[config.mk]
export PLATFORM = sky130hd
export DESIGN_NAME = data_mem_responder
export DESIGN_NICKNAME = d
export VERILOG_FILES = /design/src/rtl/mem_pkg.sv /design/src/rtl/resp_ram.sv /design/src/rtl/data_mem_responder.sv
export SDC_FILE = /design/constraint.sdc
export NUM_CORES = 2
export LEC_CHECK = 0
export CORE_ASPECT_RATIO = 2
export CORE_MARGIN = 4
export CORE_UTILIZATION = 38
export CTS_CLUSTER_DIAMETER = 80
export DETAILED_ROUTE_END_ITERATION = 10
export MAX_ROUTING_LAYER = met4
export SYNTH_ARGS = -nofsm -noshare
export SYNTH_HDL_FRONTEND = slang
export SYNTH_HIERARCHICAL = 1
export SYNTH_SLANG_ARGS = --single-unit
[constraint.sdc]
create_clock -name clk -period 5.5 [get_ports clk]
set_input_delay 1.1 -clock clk [delete_from_list [all_inputs] [get_ports clk]]
set_output_delay 1.1 -clock clk [all_outputs]
set_load 0.03 [all_outputs]
[src/rtl/mem_pkg.sv]
// +----------------------------------------------------------------------------+
// | mem_pkg : shared types and constants for the data-memory responder         |
// | Rev 1.0 : initial release                                                  |
// +----------------------------------------------------------------------------+
`default_nettype none

package mem_pkg;

    typedef enum logic [1:0] {
        S_IDLE = 2'd0,
        S_WAIT = 2'd1,
        S_RESP = 2'd2
    } mem_state_t;

    localparam int          WORD_BYTES = 4;
    localparam logic [31:0] ERR_RDATA  = 32'h0;

endpackage

`default_nettype wire

[src/rtl/resp_ram.sv]
// +----------------------------------------------------------------------------+
// | resp_ram : word-wide storage, synchronous write, combinational read        |
// | Rev 1.0  : initial release                                                 |
// +----------------------------------------------------------------------------+
`default_nettype none

module resp_ram #(
    parameter int DEPTH_WORDS = 64,
    parameter int AW          = 6
) (
    input  logic          clk,
    input  logic          i_we,
    input  logic [AW-1:0] i_widx,
    input  logic [31:0]   i_wdata,
    input  logic [AW-1:0] i_ridx,
    output logic [31:0]   o_rdata
);

    logic [31:0] r_mem [DEPTH_WORDS];

    always_ff @(posedge clk) begin
        if (i_we) begin
            r_mem[i_widx] <= i_wdata;
        end
    end

    assign o_rdata = r_mem[i_ridx];

endmodule

`default_nettype wire

[src/rtl/data_mem_responder.sv]
// +----------------------------------------------------------------------------+
// | data_mem_responder : single-outstanding load/store responder with wait     |
// |                      states and misaligned / out-of-range error flagging   |
// | Rev 1.0            : initial release                                       |
// +----------------------------------------------------------------------------+
`default_nettype none

module data_mem_responder
    import mem_pkg::*;
#(
    parameter int DEPTH_WORDS = 64,
    parameter int WAIT_CYCLES = 1
) (
    input  logic        clk,
    input  logic        reset,
    input  logic        req_valid,
    output logic        req_ready,
    input  logic        req_write,
    input  logic [31:0] req_addr,
    input  logic [31:0] req_wdata,
    output logic        rsp_valid,
    input  logic        rsp_ready,
    output logic [31:0] rsp_rdata,
    output logic        rsp_err
);

    localparam int CW = (WAIT_CYCLES > 0) ? $clog2(WAIT_CYCLES + 1) : 1;
    localparam int AW = (DEPTH_WORDS > 1) ? $clog2(DEPTH_WORDS) : 1;
    localparam int OB = $clog2(WORD_BYTES);
    localparam int IW = 32 - OB;
    localparam logic [IW-1:0] IDX_LIMIT = IW'(DEPTH_WORDS);

    mem_state_t     r_state;
    mem_state_t     w_next_state;
    logic [CW-1:0]  r_cnt;
    logic [CW-1:0]  w_next_cnt;
    logic           r_write;
    logic [31:0]    r_addr;
    logic [31:0]    r_wdata;
    logic [31:0]    r_rdata;
    logic           r_err;

    logic           w_accept;
    logic           w_enter_resp;
    logic           w_cur_write;
    logic [31:0]    w_cur_addr;
    logic [31:0]    w_cur_wdata;
    logic [IW-1:0]  w_idx;
    logic           w_err;
    logic           w_we;
    logic [31:0]    w_ram_rdata;

    // With zero wait states RESP is entered on the accepting edge, so the
    // live request must feed the array and error check instead of the latches.
    assign w_accept    = (r_state == S_IDLE) && req_valid;
    assign w_cur_write = (r_state == S_IDLE) ? req_write : r_write;
    assign w_cur_addr  = (r_state == S_IDLE) ? req_addr  : r_addr;
    assign w_cur_wdata = (r_state == S_IDLE) ? req_wdata : r_wdata;
    assign w_idx       = w_cur_addr[31:OB];
    assign w_err       = (w_cur_addr[OB-1:0] != '0) || (w_idx >= IDX_LIMIT);
    assign w_we        = w_enter_resp && w_cur_write && !w_err && reset;

    always_comb begin
        w_next_state = r_state;
        w_next_cnt   = r_cnt;
        w_enter_resp = 1'b0;
        case (r_state)
            S_IDLE: begin
                if (req_valid) begin
                    if (WAIT_CYCLES == 0) begin
                        w_next_state = S_RESP;
                        w_enter_resp = 1'b1;
                    end else begin
                        w_next_state = S_WAIT;
                        w_next_cnt   = CW'(WAIT_CYCLES - 1);
                    end
                end
            end
            S_WAIT: begin
                if (r_cnt == '0) begin
                    w_next_state = S_RESP;
                    w_enter_resp = 1'b1;
                end else begin
                    w_next_cnt = r_cnt - 1'b1;
                end
            end
            S_RESP: begin
                if (rsp_ready) begin
                    w_next_state = S_IDLE;
                end
            end
            default: begin
                w_next_state = S_IDLE;
            end
        endcase
    end

    always_ff @(posedge clk or negedge reset) begin
        if (!reset) begin
            r_state <= S_IDLE;
            r_cnt   <= '0;
            r_write <= 1'b0;
            r_addr  <= '0;
            r_wdata <= '0;
            r_rdata <= ERR_RDATA;
            r_err   <= 1'b0;
        end else begin
            r_state <= w_next_state;
            r_cnt   <= w_next_cnt;
            if (w_accept) begin
                r_write <= req_write;
                r_addr  <= req_addr;
                r_wdata <= req_wdata;
            end
            if (w_enter_resp) begin
                r_err   <= w_err;
                r_rdata <= (w_err || w_cur_write) ? ERR_RDATA : w_ram_rdata;
            end
        end
    end

    resp_ram #(
        .DEPTH_WORDS (DEPTH_WORDS),
        .AW          (AW)
    ) u_ram (
        .clk     (clk),
        .i_we    (w_we),
        .i_widx  (w_idx[AW-1:0]),
        .i_wdata (w_cur_wdata),
        .i_ridx  (w_idx[AW-1:0]),
        .o_rdata (w_ram_rdata)
    );

    assign req_ready = (r_state == S_IDLE);
    assign rsp_valid = (r_state == S_RESP);
    assign rsp_rdata = r_rdata;
    assign rsp_err   = r_err;

endmodule

`default_nettype wire
==> impl_results.md <==
* Setup WS pre-CTS at 0.294 ns
* Logic pwr share at 0.336
* Most frequent cells after synthesis: edfxtp_1 (2048), mux4_2 (544), nor2_1 (137)
* Vias in the first global route at 41400
* Hold_ws at 0.473 ns
* Mapped Area at 82600 um^2
* Crit Path Class: reg -> reg
* Initial Util at 0.382
* Critical path launch point type: flip-flop
* Die area at 225000 um^2
* Clk_lat worst skew at 0.82 ns
* Critical Path AT at 5.23 ns
* Yosys warns at 6
* Seq/Total Area, Yosys at 0.775
* DRT antenna net count at 0
* Initial antenna violation count at 9
* CORE AREA at 216000 um^2
* Clock sink total at 2148
* First-pass GRT wire length at 314 mm
* Unrepaired setup endpoints after global routing: no
* Layout cells sized above 1 at 0.298
* 1st-iter DRT viols at 4239
* Asr flop ratio synth at 0.0466
* Via count at 39400
* Slew margin rel. at 0.0980
* Fmax at 219 MHz
* Nets@finish at 4011
* Post-DR wirelength/cell at 32.1 um
* Least-Margin Pin Slew at 1.35 ns
* CTS tree: built
* Min-Delay Path Class: in -> async
* Leading area contributor after synthesis: edfxtp_1
* CTS clk-pin slew, worst paths at 0.07 ns
* DRC at 0
* Drt first pass iters at 6
* Final setup margin at 0.942 ns
* H-tree Lvls at 4
* Top post-synthesis cells by area: edfxtp_1 (74%), mux4_2 (15%), dfrtp_1 (3.0%)
* Dpl cells at 6557
* Final setup fails at 0
* Most frequent cell after synthesis: edfxtp_1
* HPWL Detailed at 136 mm
* Crit path max fanout at 43
* Final Skew at 0.0395 ns
* Final wirelength at 221 mm
* Status: finished clean
* CP peak stage delay at 0.87 ns
* Fin crit share at 0.829
* Slowest cell on crit path: mux2_8
* Switching share of total power at 0.323
* Syn Nets at 3715
* Yosys cell types at 48
* FF+latch count, synth at 2148
* # Max-Cap Violations at 0
* GP Congestion at 0.794
* Critical path required time at 6.17 ns
* Grt ovf at 0
* P per Cell Area at 540 nW/um^2
* Largest net degree at the start of global routing at 65
* Postcts setup bufs at 0
* Pins Over Slew Limit at 0
* Cells after Synth at 3646
* Die Y at 667 um
* Syn Area/Cell at 22.6 um^2
* Setup TNS at 0 ns
* Setup crit end kind: flip-flop
* CP Cell Sequence: or2_4, clkinv_4, mux2_8, buf_12, buf_12, mux4_2, o22ai_1, nor2_1, a21oi_1, nor2_1, nand3_1, o21ai_1
* Worst-case clock buffer depth at 4
* Leak Pwr at 29.5 nW
* Port bufs at 103
* Top_reg_cell synth: edfxtp_1
* Post-route cell area at 94700 um^2
* I/O Pins at 104
* Reg2Reg Capture Point: rsp_rdata[13]
* Final Hold Vio Count at 0
* Post-synth top area share at 0.745
* R2R Path Start: r_state[1]
* CTS root buf: clkbuf_16
* Minimum clock period at 4.56 ns
* Worst-case reg-to-reg path depth at 12
* Number of hold buffers added after cts at 0
* Via-per-instance ratio at 5.73
* Worst VDD drop at 364 uV
* Synthesis-to-layout area growth at 14.8%
* Post-CTS Resized at 0
* Total GRT Usage at 0.202
* Die Wd at 338 um
* Rows at 241
* R2R Setup Slk at 0.94 ns
* Clock buffer count from CTS at 177
* Number of flops mapped to enable cells by yosys at 2048
* Post-Place Cell Area at 88900 um^2
* Fin cells at 6880
* P_sw at 16.5 mW
* Clock power share at 0.254
* Pint at 34.6 mW
* Sequential group share of total power at 0.410
[cell families (layout without fill, tap and decap cells)]
family                 count (synthesis)  after routing  synth area share
DFF                                 2148           2148             0.775
other                                  0              6                 0
and+or+nand+nor                      310            310            0.0173
muxes                                741            741             0.176
buffers and inverters                210            644            0.0135
AOI/OAI and AO/OA                    237            237            0.0181
[power by group through the flow]
| stage | combinational (mW) | clock, mW | sequential (mW) |
|---|---|---|---|
| floorplan | 10.9 | 0 | 21.3 |
| global placement | 17.1 | 0 | 21.3 |
| detailed placement | 17.3 | 0 | 21.3 |
| CTS | 17.4 | 13.2 | 21.0 |
| global route | 18.1 | 13.9 | 21.0 |
| finish | 17.2 | 13.0 | 21.0 |
[worst max-delay path by stage]
| stage | cells after the start | slack, ns | end | from |
|---|---|---|---|---|
| after floorplan | 7 | 0.29 | u_ram/r_mem[48][0] | req_addr[9] |
| after global placement | 11 | 0.27 | rsp_rdata[13] | req_addr[2] |
| after detailed placement | 11 | 0.29 | rsp_rdata[13] | req_addr[2] |
| after CTS | 12 | 0.77 | rsp_rdata[13] | r_state[1] |
| after global routing | 12 | 0.75 | rsp_rdata[13] | r_state[1] |
| final | 12 | 0.94 | rsp_rdata[13] | r_state[1] |
[layer usage]
layer | wire [um] | track usage | vias to the layer above
met4 | 10300 | 0.0852 | 0
met3 | 11700 | 0.0220 | 426
met5 | 0 | - | -
li1 | - | - | 16000
met1 | 76700 | 0.226 | 21500
met2 | 122000 | 0.364 | 1521
[cell usage in the layout (no fill, tap or decap), types with 29 or more instances in the layout]
master	count
a21oi_1	62
buf_12	57
buf_4	165
clkbuf_16	180
clkdlybuf4s50_1	102
clkinv_2	35
dfrtp_1	100
edfxtp_1	2048
mux2_2	60
mux2_4	39
mux2i_1	93
mux4_2	544
nand2_1	58
nand3_1	39
nor2_1	75
nor2_4	62
o21ai_1	29
o22ai_1	84
[flip-flops by register name (all words and copies together) (netlist names)]
signal	count
u_ram/r_mem	2048
r_addr	32
r_wdata	32
r_write	1
rsp_err	1
r_state	2
rsp_rdata	32
[critical path: cells and delay by family, from the launching register on]
family,cells,cell delay (ns)
buffers and inverters,3,0.85
AO/OA/AOI/OAI,3,1.19
AND/OR/NAND/NOR,4,0.54
flip-flops,1,0.38
multiplexers,2,1.40
[cell type report]
| type | instances | area (um^2) |
|---|---|---|
| fill | 18100 | 121000 |
| inverter | 3 | 16.3 |
| antenna | 6 | 15.0 |
| multi-input combinational | 1288 | 18000 |
| clock inverter | 94 | 1020 |
| tap | 2794 | 3500 |
| timing repair buffer | 324 | 3400 |
| sequential | 2148 | 64000 |
| clock buffer | 223 | 4830 |
[metrics by stage]
step / power, mW / util
after floorplan: 32.1 / -
after global placement: 38.5 / 0.412
after detailed placement: 38.7 / 0.412
after CTS: 51.6 / 0.439
after global routing: 53.0 / 0.439
final: 51.1 / 0.439
Note: power is estimated with default switching activity, not from simulation.
